### src/rtl/bank4way16_scan_if.sv
// Bus bundle between the slot-bank scan engine and its upstream writer / downstream consumer.
// The master modport is the environment side; the slave modport is the scan engine.
interface bank4way16_scan_if #(
    parameter int unsigned WIDTH  = 16,
    parameter int unsigned PCNT_W = 8
);
    logic              wr_en;
    logic [1:0]        wr_addr;
    logic [WIDTH-1:0]  wr_data;
    logic              start;
    logic              loop;
    logic [3:0]        slot_en;
    logic              stop;
    logic              out_ready;
    logic [WIDTH-1:0]  slot_a;
    logic [WIDTH-1:0]  slot_b;
    logic [WIDTH-1:0]  slot_c;
    logic [WIDTH-1:0]  slot_d;
    logic [1:0]        sel;
    logic              out_valid;
    logic              busy;
    logic              done;
    logic [PCNT_W-1:0] pass_cnt;

    modport master (
        output wr_en, wr_addr, wr_data, start, loop, slot_en, stop, out_ready,
        input  slot_a, slot_b, slot_c, slot_d, sel, out_valid, busy, done, pass_cnt
    );

    modport slave (
        input  wr_en, wr_addr, wr_data, start, loop, slot_en, stop, out_ready,
        output slot_a, slot_b, slot_c, slot_d, sel, out_valid, busy, done, pass_cnt
    );
endinterface

### src/rtl/bank4way16_scan.sv
// Four-slot register bank feeding a 4:1 mux, with a handshaked scan engine that walks the
// enabled slots once per pass (single-pass or continuous).
module bank4way16_scan #(
    parameter int unsigned      WIDTH    = 16,
    parameter logic [WIDTH-1:0] SLOT_RST = '0,
    parameter int unsigned      PCNT_W   = 8
) (
    input logic               clk,
    input logic               reset,
    bank4way16_scan_if.slave  bus
);

    typedef enum logic [0:0] {StIdle, StScan} state_e;

    state_e            state_q, state_d;
    logic [3:0]        mask_q, mask_d;
    logic              loop_q, loop_d;
    logic [1:0]        sel_q, sel_d;
    logic              valid_q, valid_d;
    logic              done_q, done_d;
    logic [PCNT_W-1:0] pcnt_q, pcnt_d;
    logic [WIDTH-1:0]  slot_q [4];

    logic              xfer;
    logic              nxt_found;
    logic [1:0]        nxt_idx;

    function automatic logic [1:0] lowest_set(input logic [3:0] m);
        logic [1:0] idx;
        idx = 2'd0;
        for (int i = 3; i >= 0; i--) begin
            if (m[i]) idx = 2'(i);
        end
        return idx;
    endfunction

    // Lowest set bit strictly above cur; found=0 means cur is the last slot of the pass.
    function automatic logic [2:0] next_above(input logic [3:0] m, input logic [1:0] cur);
        logic [2:0] res;
        res = 3'b000;
        for (int i = 3; i >= 0; i--) begin
            if (i > int'(cur) && m[i]) res = {1'b1, 2'(i)};
        end
        return res;
    endfunction

    assign xfer                 = valid_q && bus.out_ready;
    assign {nxt_found, nxt_idx} = next_above(mask_q, sel_q);

    // State register plus all registered datapath/outputs.
    always_ff @(posedge clk or posedge reset) begin
        if (reset) begin
            state_q <= StIdle;
            mask_q  <= 4'b0000;
            loop_q  <= 1'b0;
            sel_q   <= 2'd0;
            valid_q <= 1'b0;
            done_q  <= 1'b0;
            pcnt_q  <= '0;
            for (int i = 0; i < 4; i++) slot_q[i] <= SLOT_RST;
        end else begin
            state_q <= state_d;
            mask_q  <= mask_d;
            loop_q  <= loop_d;
            sel_q   <= sel_d;
            valid_q <= valid_d;
            done_q  <= done_d;
            pcnt_q  <= pcnt_d;
            if (bus.wr_en) slot_q[bus.wr_addr] <= bus.wr_data;
        end
    end

    always_comb begin
        state_d = state_q;
        unique case (state_q)
            StIdle: begin
                if (bus.start && !bus.stop && bus.slot_en != 4'b0000) state_d = StScan;
            end
            StScan: begin
                if (bus.stop) begin
                    state_d = StIdle;
                end else if (xfer && !nxt_found && !loop_q) begin
                    state_d = StIdle;
                end
            end
            default: state_d = StIdle;
        endcase
    end

    always_comb begin
        mask_d  = mask_q;
        loop_d  = loop_q;
        sel_d   = sel_q;
        valid_d = valid_q;
        done_d  = 1'b0;
        pcnt_d  = pcnt_q;
        unique case (state_q)
            StIdle: begin
                if (bus.start && !bus.stop) begin
                    if (bus.slot_en != 4'b0000) begin
                        mask_d  = bus.slot_en;
                        loop_d  = bus.loop;
                        sel_d   = lowest_set(bus.slot_en);
                        valid_d = 1'b1;
                    end else begin
                        done_d = 1'b1;
                    end
                end
            end
            StScan: begin
                // stop takes priority over any transfer in the same cycle.
                if (bus.stop) begin
                    valid_d = 1'b0;
                end else if (xfer) begin
                    if (nxt_found) begin
                        sel_d = nxt_idx;
                    end else begin
                        pcnt_d = pcnt_q + 1'b1;
                        if (loop_q) begin
                            sel_d = lowest_set(mask_q);
                        end else begin
                            valid_d = 1'b0;
                            done_d  = 1'b1;
                        end
                    end
                end
            end
            default: valid_d = 1'b0;
        endcase
    end

    assign bus.slot_a    = slot_q[0];
    assign bus.slot_b    = slot_q[1];
    assign bus.slot_c    = slot_q[2];
    assign bus.slot_d    = slot_q[3];
    assign bus.sel       = sel_q;
    assign bus.out_valid = valid_q;
    assign bus.busy      = (state_q == StScan);
    assign bus.done      = done_q;
    assign bus.pass_cnt  = pcnt_q;

endmodule
### src/flat_wrapper.sv
// flat-port wrapper written by rule: the top's interface ports become plain ports
module bank4way16_scan_flat 
#(
    parameter int unsigned      WIDTH    = 16,
    parameter logic [WIDTH-1:0] SLOT_RST = '0,
    parameter int unsigned      PCNT_W   = 8
)
  (clk, reset, bus_wr_en, bus_wr_addr, bus_wr_data, bus_start, bus_loop, bus_slot_en, bus_stop, bus_out_ready, bus_slot_a, bus_slot_b, bus_slot_c, bus_slot_d, bus_sel, bus_out_valid, bus_busy, bus_done, bus_pass_cnt);
  bank4way16_scan_if #(.WIDTH(WIDTH), .PCNT_W(PCNT_W)) bus_i ();
  input logic clk;
  input logic reset;
  input wire logic [$bits(bus_i.wr_en)-1:0] bus_wr_en;
  input wire logic [$bits(bus_i.wr_addr)-1:0] bus_wr_addr;
  input wire logic [$bits(bus_i.wr_data)-1:0] bus_wr_data;
  input wire logic [$bits(bus_i.start)-1:0] bus_start;
  input wire logic [$bits(bus_i.loop)-1:0] bus_loop;
  input wire logic [$bits(bus_i.slot_en)-1:0] bus_slot_en;
  input wire logic [$bits(bus_i.stop)-1:0] bus_stop;
  input wire logic [$bits(bus_i.out_ready)-1:0] bus_out_ready;
  output wire logic [$bits(bus_i.slot_a)-1:0] bus_slot_a;
  output wire logic [$bits(bus_i.slot_b)-1:0] bus_slot_b;
  output wire logic [$bits(bus_i.slot_c)-1:0] bus_slot_c;
  output wire logic [$bits(bus_i.slot_d)-1:0] bus_slot_d;
  output wire logic [$bits(bus_i.sel)-1:0] bus_sel;
  output wire logic [$bits(bus_i.out_valid)-1:0] bus_out_valid;
  output wire logic [$bits(bus_i.busy)-1:0] bus_busy;
  output wire logic [$bits(bus_i.done)-1:0] bus_done;
  output wire logic [$bits(bus_i.pass_cnt)-1:0] bus_pass_cnt;
  assign bus_i.wr_en = bus_wr_en;
  assign bus_i.wr_addr = bus_wr_addr;
  assign bus_i.wr_data = bus_wr_data;
  assign bus_i.start = bus_start;
  assign bus_i.loop = bus_loop;
  assign bus_i.slot_en = bus_slot_en;
  assign bus_i.stop = bus_stop;
  assign bus_i.out_ready = bus_out_ready;
  assign bus_slot_a = bus_i.slot_a;
  assign bus_slot_b = bus_i.slot_b;
  assign bus_slot_c = bus_i.slot_c;
  assign bus_slot_d = bus_i.slot_d;
  assign bus_sel = bus_i.sel;
  assign bus_out_valid = bus_i.out_valid;
  assign bus_busy = bus_i.busy;
  assign bus_done = bus_i.done;
  assign bus_pass_cnt = bus_i.pass_cnt;
  bank4way16_scan #(.WIDTH(WIDTH), .SLOT_RST(SLOT_RST), .PCNT_W(PCNT_W)) u_core (.clk(clk), .reset(reset), .bus(bus_i));
endmodule
### config.mk
export PLATFORM = sky130hd
export DESIGN_NAME = bank4way16_scan_flat
export DESIGN_NICKNAME = d
export VERILOG_FILES = /design/src/rtl/bank4way16_scan_if.sv /design/src/rtl/bank4way16_scan.sv /design/src/flat_wrapper.sv
export SDC_FILE = /design/constraint.sdc
export NUM_CORES = 1
export LEC_CHECK = 0
export ABC_CLOCK_PERIOD_IN_PS = 5180
export BUFFER_PORTS_ARGS = -buffer_cell sky130_fd_sc_hd__buf_2
export CAP_MARGIN = 40
export CORE_ASPECT_RATIO = 0.5
export CORE_MARGIN = 2
export CORE_UTILIZATION = 54
export DETAILED_ROUTE_END_ITERATION = 12
export GPL_TIMING_DRIVEN = 1
export PLACE_DENSITY = 0.94
export SYNTH_ARGS = -nofsm -noshare
export SYNTH_HDL_FRONTEND = slang
export SYNTH_SLANG_ARGS = --single-unit
### constraint.sdc
create_clock -name clk -period 5.18 [get_ports clk]
set_input_delay 0.259 -clock clk [delete_from_list [all_inputs] [get_ports clk]]
set_output_delay 0.259 -clock clk [all_outputs]
set_load 0.1 [all_outputs]
### Yosys cells after proc, flatten, opt, wreduce, memory -nomap -nowiden

Cells that the tools add are included.

* register bits: 82
* output and inout bits: 77
* logic and storage cells: 85

* $add $sub $neg: 1
* order comparisons: 5
* equality and inequality tests: 8
* mux-type cells: 39
* bitwise operators: 4
* reduce and logical (&&, ||, !) cells: 17

Operators by type and width (number)
* $bwmux 64: 1
* $demux 16 s2: 1
* $mux 2: 14
* $mux 16: 1
* $mux 1: 15
* $ne 3x3->1 const B: 4
* $reduce_and 5->1: 2
* $logic_and 1x1->1: 9
* $mux 3: 3
* $add 8x1->8 const B: 1
* $pmux 1 s2: 3
* $gt 2x2->1 const A: 2
* $ne 2x1->1 const B: 2
* $ne 2x2->1 const B: 2
* $pmux 2 s2: 1
* $reduce_and 4->1: 1
* $reduce_bool 4->1: 1
* $ge 3x3->1 const B: 1
* $logic_not 1->1: 3
* $lt 3x1->1 const B: 1
* $not 1->1: 3
* $not 2->3: 1
* $reduce_and 3->1: 1
* $gt 1x2->1 const A: 1

### Depth between registers and ports, before layout

Gate-level depths: netlist of the first run.

* depth in word-level cells: 11
* depth in mapped cells: 7
* depth with buffers taken out: 5

### Worst setup path before layout of the first run

Ideal clock, no wire load.

* path kind: flip-flop to flip-flop
* start: reg u_core.sel_q[0] (netlist: u_core.bus.sel[0])
* end: reg u_core.sel_q[1] (netlist: u_core.bus.sel[1])
* data arrival time: 2.248 ns
* data required time: 5.054 ns
* slack: 2.805 ns
* stages on the path, launching flop included: 6
* path buffers: 0
* clock period less this slack: 2.375 ns
* cells stage by stage: dfrtp_1 > nand2b_1 > a21oi_1 > or2_2 > o31ai_2 > mux2_2

* longest elaborated chain between the ends: 9
* elaborated cells on any way between the ends: 15
* classes of those cells: order compare: 3; eq/ne: 1; mux: 7; reduce/logical: 4

Ends and longest elaborated chain
* start: declaration: line bank4way16_scan.sv:18 `logic [1:0] sel_q, sel_d;`
* start signal: assignment: line bank4way16_scan.sv:65 `sel_q <= sel_d;`
* $gt 2x2->1: line bank4way16_scan.sv:42 `if (i > int'(cur) && m[i]) res = {1'b1, 2'(i)};`
* $logic_and 1x1->1: line bank4way16_scan.sv:42
* $mux 3 (2 in a row): line bank4way16_scan.sv:42
* $mux 3 (*): line bank4way16_scan.sv:42
* $mux 2: line bank4way16_scan.sv:115 `if (nxt_found) begin`
* $mux 2: line bank4way16_scan.sv:114 `end else if (xfer) begin`
* $mux 2: line bank4way16_scan.sv:112 `if (bus.stop) begin`
* $pmux 2 s2: line bank4way16_scan.sv:97 `unique case (state_q)`

Mark *: on every way between the ends. The rest lies on a longest branch, timed or not. The select of a mux whose other input is x is not followed.
A chain may end at the register's enable or synchronous reset.

### Final worst setup path of the first run

* start: reg u_core.state_q (netlist: u_core.bus.busy)
* end: reg u_core.pcnt_q[5] (netlist: u_core.bus.pass_cnt[5])

* longest elaborated chain between the ends: 1

Ends and longest elaborated chain
* start: declaration: line bank4way16_scan.sv:15 `state_e state_q, state_d;`
* start signal: assignment: line bank4way16_scan.sv:53 `state_q <= StIdle;`
* start signal: assignment: line bank4way16_scan.sv:62 `state_q <= state_d;`
* $reduce_and 4->1 (no source line)
* end signal: assignment: line bank4way16_scan.sv:68 `pcnt_q <= pcnt_d;`
* end: declaration: line bank4way16_scan.sv:21 `logic [PCNT_W-1:0] pcnt_q, pcnt_d;`

No other way between the ends.

==> metrics.yaml, run 1 <==
run_status:
  outcome: "finished, final reports clean"
clock_network:
  path_clk_slew_ns: 0.06
  cts-root-buf: "clkbuf_16"
  ctsResizeCount: 0
  clock_sinks: 82
  numCtsBuffers: 9
  htreeDepth: 3
  cts_tree: "done"
  cts_buffer_depth: 2
  postCtsSetupBuffers: 0
  ctsHoldBuffers: 1
  clk_latency_ns: 0.33
worst_setup_path:
  critPathMaxStageDelay_ns: 0.58
  cp-start-kind: "flip-flop"
  rrSetupSlack_ns: 3.28
  crit_chain: "nand2b_4 -> or2_4 -> or3_1 -> nor3_4 -> xor2_1"
  crit_buf_inv: 0
  regToRegStartpoint: "u_core.bus.busy"
  crit_fanout: 11
  worst_r2r_endpoint: "u_core.bus.pass_cnt[5]"
  crit_type: "flip-flop to flip-flop"
  cp_top_family: "simple AND/OR/NAND/NOR gates"
  slowest_stage: "dfrtp_1"
  worstSetupEndpointType: "flip-flop"
  critPathArrivalTime_ns: 2.16
  required_ns: 5.43
  reg2reg_depth: 5
timing:
  max_slew_margin_pct: 41.45
  finalHoldViolations: 0
  finalCritPeriodShare_pct: 36.72
  max_freq_ghz: 0.5257
  min_period_ns: 1.902
  setup_violations: 0
  rsz0062_at_grt: "false"
  tns_ns: 0
  drv_slew: 0
  hold_slack_ns: 0.1618
  finalClockSkew_ns: 0.002325
  worstMarginPinSlew_ns: 0.8759
cells_and_area:
  diodes: 0
  finalNonFillerCells: 430
  fin_nets: 378
  syn2layout_area_growth_pct: 31.04
  layout-drive-gt1-share_pct: 56.94
synthesis:
  synth_async_sr_flop_share_pct: 100.0
  yosys_warnings: 0
  synth_top_area_share_pct: 61.63
  syn_inst: 232
  synth_top_area_cell: "dfrtp_1"
  synth_area_um2: 3329
  ys_dominant_reg_cell: "dfrtp_1"
  synth_edf_count: 0
  synth_area_leaders: "dfrtp_1 62%, mux2_2 22%, nand2_1 1.5%"
  yosys-top-cells-count: "82 x dfrtp_1, 66 x mux2_2, 13 x nand2_1, 7 x nor2_1"
  postSynthAreaPerCell_um2: 14.35
  yosysMostFrequentCell: "dfrtp_1"
  syn_nets: 262
  ys_seq_area_share_pct: 61.63
  ys_seq_elements: 82
  synth_cell_types: 36
route:
  drc: 0
  viasPerCell: 5.365
  via_count: 2307
  avgRoutedWirePerCell_um: 17.88
  drt_iter0_drc: 55
  antenna_left: 0
  drt_first_pass_iters: 4
  routed_wl_um: 7687
pwr:
  power_density_nw_per_um2: 651.0
  total_power_mw: 2.840
  peakVddDrop_uv: 368.1
  p_leak_nw: 2.157
floorplan:
  io_pins: 106
  initial_utilization_pct: 55.44
  die_area_um2: 6848
  die_x_um: 115.0
  die_y_um: 59.53
  rows: 20
  core_area_um2: 6006
placement:
  portBuffers: 105
  dp_hpwl_um: 5235
  dp_cells: 412
  gp_congestion: 0.8960
global_routing:
  grt_pass1_vias: 2440
  grt_pass1_wl_um: 12190
  grt_max_degree: 65
  grt-ovfl-total: 0
  track_usage_pct: 24.52
  grt_antenna_before_repair: 0
hold_path:
  worst_hold_path_type: "primary input to flip-flop"
  min_from: "bus_loop"
  min_path_cells: 2
  min_to: "u_core.loop_q"
run:
  maxCapViolCount: 0
-- where the power goes --
part	leakage [nW]	internal [mW]	total (mW)	switching [mW]
Combinational	0.990	0.204	1.21	1.01
Sequential	0.991	0.763	0.855	0.0920
Clock	0.176	0.519	0.771	0.252
-- routing by layer --
metal | global-route usage [%] | up-vias | wire, um
met4 | 9.811 | 0 | 139
met2 | 47.39 | 58 | 4435
met1 | 25.43 | 1181 | 2789
met5 | 0 | - | 0
met3 | 7.464 | 13 | 322
li1 | - | 1055 | -
-- cells in the final DEF, fill, tap and decap left out, drive strengths merged, types with 2 or more instances in the layout --
cell type	count
bufinv	4
nand2b	2
mux2	66
buf	110
o22ai	2
nor2	7
xor2	3
nand2	13
o21ai	6
nand3b	2
xnor2	4
clkinv	3
nor3	4
dfrtp	82
inv	5
a21oi	5
a22o	2
nor2b	2
or2	2
nand4	2
clkbuf	9
nand3	3
nor3b	2
-- cells by family (layout without fill, tap and decap cells) --
logic type,Yosys count,in the layout,share of synthesized area (%)
flops,82,82,61.63
simple gates,43,43,7.779
mux,67,67,22.62
buf+inv,12,133,1.841
fa+ha+maj,1,1,0.3757
xor+xnor,7,7,1.841
compound gates,20,20,3.908
-- final cells by class --
type                       count  area, um2
sequential                    82       2052
timing repair buffer         111      608.1
multi-input combinational    138       1216
clock buffer                   9      225.2
clock inverter                 7      141.4
tap                           77      96.34
fill                         382       1643
inverter                       6      23.77
-- sequential cells by signal, summed over array words and instances (netlist names) --
register	flops
u_core.bus.slot_a	16
u_core.bus.slot_b	16
u_core.bus.slot_c	16
u_core.bus.slot_d	16
u_core.bus.pass_cnt	8
u_core.mask_q	4
u_core.bus.sel	2
u_core.bus.busy	1
u_core.bus.done	1
u_core.bus.out_valid	1
u_core.loop_q	1
-- how the worst max path moves through the flow --
| stage | start | end | cells past startpoint |
|---|---|---|---|
| 4_1_cts | u_core.bus.busy | u_core.bus.pass_cnt[5] | 5 |
| 3_5_place_dp | u_core.bus.busy | u_core.bus.pass_cnt[5] | 5 |
| 5_1_grt | u_core.bus.busy | u_core.bus.pass_cnt[5] | 5 |
| 3_3_place_gp | u_core.bus.busy | u_core.bus.pass_cnt[7] | 5 |
| 2_1_floorplan | reset | u_core.bus.busy | 1 |
| 6_report | u_core.bus.busy | u_core.bus.pass_cnt[5] | 5 |
-- metrics by stage --
stage          area [um2]  setup WS, ns  utilization [%]
2_1_floorplan        3329         2.805                -
3_3_place_gp         3929         3.411            65.42
3_5_place_dp         3971         3.300            66.13
4_1_cts              4348         3.258            72.40
5_1_grt              4363         3.145            72.65
6_report             4363         3.278            72.65
Power figures use the tool's default switching activity.
==> run 2: changes to the inputs <==
--- a/config.mk
+++ b/config.mk
@@ -5,15 +5,16 @@
 export SDC_FILE = /design/constraint.sdc
 export NUM_CORES = 1
 export LEC_CHECK = 0
-export ABC_CLOCK_PERIOD_IN_PS = 5180
+export ABC_AREA = 1
+export ABC_CLOCK_PERIOD_IN_PS = 1900
 export BUFFER_PORTS_ARGS = -buffer_cell sky130_fd_sc_hd__buf_2
 export CAP_MARGIN = 40
 export CORE_ASPECT_RATIO = 0.5
 export CORE_MARGIN = 2
-export CORE_UTILIZATION = 54
+export CORE_UTILIZATION = 50
 export DETAILED_ROUTE_END_ITERATION = 12
 export GPL_TIMING_DRIVEN = 1
-export PLACE_DENSITY = 0.94
+export PLACE_DENSITY = 0.89
 export SYNTH_ARGS = -nofsm -noshare
 export SYNTH_HDL_FRONTEND = slang
 export SYNTH_SLANG_ARGS = --single-unit
==> constraint.sdc (replaced) <==
create_clock -name clk -period 1.9 [get_ports clk]
set_input_delay 0.095 -clock clk [delete_from_list [all_inputs] [get_ports clk]]
set_output_delay 0.095 -clock clk [all_outputs]
set_load 0.1 [all_outputs]
==> run 2 against run 1 <==
  * Clock power is 96% higher
  * Routed wire length down 8.8%
  * First-iteration DRC count grew to 3.6 times the previous value
  * Non-clock buffer count unchanged
  * Synthesized area shrank 1.6%
  * Global-route usage fell by 3.6 points
  * Hold slack worse by 0.15 ns
  * Clock skew hardly changed
  * Critical path depth grew 2
  * Largest cell class unchanged
  * Highest routed layer unchanged
==> metrics.yaml, run 2 <==
global_routing:
  grt_pass1_vias: 2462
  grt_max_degree: 65
  grt-ovfl-total: 0
  use_met2_pct: 36.75
  grt_antenna_before_repair: 0
  gr-usage-met3_pct: 6.019
  gr-max-usage-layer: "met2"
  grt_pass1_wl_um: 11550
  grtUsageMet1_pct: 25.44
  track_usage_pct: 20.88
route:
  routed_wl_um: 7009
  drt_first_pass_iters: 4
  drc: 0
  antenna_left: 0
  drt_iter0_drc: 197
  avgRoutedWirePerCell_um: 12.70
  viasPerCell: 4.864
  via_count: 2685
placement:
  dp_cells: 537
  gp_congestion: 0.8376
  portBuffers: 105
  dp_hpwl_um: 5032
pwr:
  total_power_mw: 6.579
  peakVddDrop_uv: 1224
  power_density_nw_per_um2: 1564
  p_leak_nw: 2.310
clock_network:
  cts_buffer_depth: 2
  path_clk_slew_ns: 0.05
  ctsResizeCount: 0
  cts-root-buf: "clkbuf_16"
  clock_sinks: 82
  clk_latency_ns: 0.32
  htreeDepth: 3
  numCtsBuffers: 9
  postCtsSetupBuffers: 0
  cts_tree: "done"
synthesis:
  synth_area_leaders: "dfrtp_1 63%, nand2_1 13%, o21ai_0 11%"
  syn_inst: 351
  synth_top_area_cell: "dfrtp_1"
  yosysMostFrequentCell: "nand2_1"
  yosys-top-cells-count: "112 x nand2_1, 82 x dfrtp_1, 70 x o21ai_0, 32 x inv_1, 12 x nor2_1"
  ys_dominant_reg_cell: "dfrtp_1"
  ys_seq_area_share_pct: 62.64
  yosys_warnings: 0
  synth_cell_types: 22
  synth_area_um2: 3276
  synth_edf_count: 0
  synth_top_area_share_pct: 62.64
  synth_async_sr_flop_share_pct: 100.0
  ys_seq_elements: 82
  postSynthAreaPerCell_um2: 9.332
  syn_nets: 381
hold_path:
  min_from: "bus_slot_en[3]"
  min_to: "u_core.mask_q[3]"
  min_path_cells: 3
  worst_hold_path_type: "primary input to flip-flop"
cells_and_area:
  syn2layout_area_growth_pct: 28.38
  fillCellCount: 518
  layout-drive-gt1-share_pct: 28.66
  final_cell_mix: "112 x nand2_1, 105 x buf_2, 80 x dfrtp_1"
  layout_commonest_cell: "nand2_1"
  diodes: 0
  fin_nets: 491
  finalNonFillerCells: 552
timing:
  tns_ns: 0
  finalClockSkew_ns: 0.002019
  hold_slack_ns: 0.009183
  max_freq_ghz: 0.7756
  rsz0062_at_grt: "false"
  drv_slew: 0
  min_period_ns: 1.289
  finalCritPeriodShare_pct: 67.86
  finalHoldViolations: 0
  worstMarginPinSlew_ns: 0.5034
  max_slew_margin_pct: 66.67
  setup_violations: 0
worst_setup_path:
  worstSetupEndpointType: "flip-flop"
  critPathArrivalTime_ns: 1.49
  cp-start-kind: "flip-flop"
  crit_fanout: 5
  required_ns: 2.10
  crit_type: "flip-flop to flip-flop"
  regToRegStartpoint: "u_core.bus.sel[1]"
  worst_r2r_endpoint: "u_core.bus.out_valid"
  rrSetupSlack_ns: 0.61
  startpoint: "u_core.bus.sel[1]"
  reg2reg_depth: 7
floorplan:
  die_x_um: 118.5
  io_pins: 106
  initial_utilization_pct: 52.78
  die_area_um2: 7254
  die_y_um: 61.24
  rows: 20
  core_area_um2: 6206
run_status:
  outcome: "finished, final reports clean"
run:
  maxCapViolCount: 0
-- run 2: cells by family (layout without fill, tap and decap cells) --
kind of cell / after synthesis / in the layout / synth area share, %
adders and majority gates: 1 / 1 / 0.3819
DFF: 82 / 82 / 62.64
AOI/OAI and AO/OA: 78 / 78 / 11.96
and+or+nand+nor: 137 / 137 / 17.88
buffers and inverters: 46 / 159 / 5.271
xor gates and xnor gates: 7 / 7 / 1.872
-- run 2: per-stage QoR --
step                instance area [um2]  setup slack [ns]  utilization, %
global placement                   3935            0.6731           63.41
detailed placement                 3935            0.6196           63.41
CTS                                4205            0.5988           67.76
global route                       4205            0.4882           67.76
finish                             4205            0.6107           67.76
floorplan                          3282           0.03397               -
-- run 2: final cells by class --
type / instances / area (um2) / area share [%]
Clock buffer: 11 / 242.7 / 5.772
Clock inverter: 3 / 17.52 / 0.4165
Inverter: 34 / 131.4 / 3.124
Multi-Input combinational cell: 223 / 1051 / 24.99
Sequential cell: 82 / 2054 / 48.85
Tap cell: 88 / 110.1 / 2.618
Timing Repair Buffer: 111 / 598.1 / 14.22
-- run 2: worst max-delay path by stage --
stage                        endpoint  cells past startpoint
3_5_place_dp   u_core.bus.pass_cnt[4]                      6
5_1_grt             u_core.bus.sel[0]                      8
3_3_place_gp   u_core.bus.pass_cnt[2]                      6
4_1_cts               bus_pass_cnt[3]                      1
6_report         u_core.bus.out_valid                      7
2_1_floorplan  u_core.bus.pass_cnt[5]                      6
-- run 2: power by group --
part | internal (mW) | total (mW) | switching, mW | leakage [nW]
sequential | 2.04 | 2.23 | 0.193 | 1.02
combinational | 0.385 | 2.84 | 2.45 | 1.16
clock | 0.900 | 1.51 | 0.610 | 0.127
total | 3.32 | 6.58 | 3.26 | 2.31
-- run 2: critical path, cell delays in order (launching register included) --
cell     delay [ns]
dfrtp_1        0.40
nand2_1        0.07
nand2_1        0.16
nand4_1        0.18
o21ai_1        0.19
nand2_1        0.07
nand2_1        0.06
nand2_1        0.04
-- run 2: metal layers --
metal | vias to the layer above | wire [um]
li1 | 1337 | -
met1 | 1281 | 3075
met2 | 59 | 3553
met3 | 8 | 304
met4 | 0 | 76
met5 | - | 0
-- run 2: repair_timing --
action,in CTS,in global routing
hold buffers,1,0
hold endpoints to repair,18,0
setup endpoints to repair,0,0
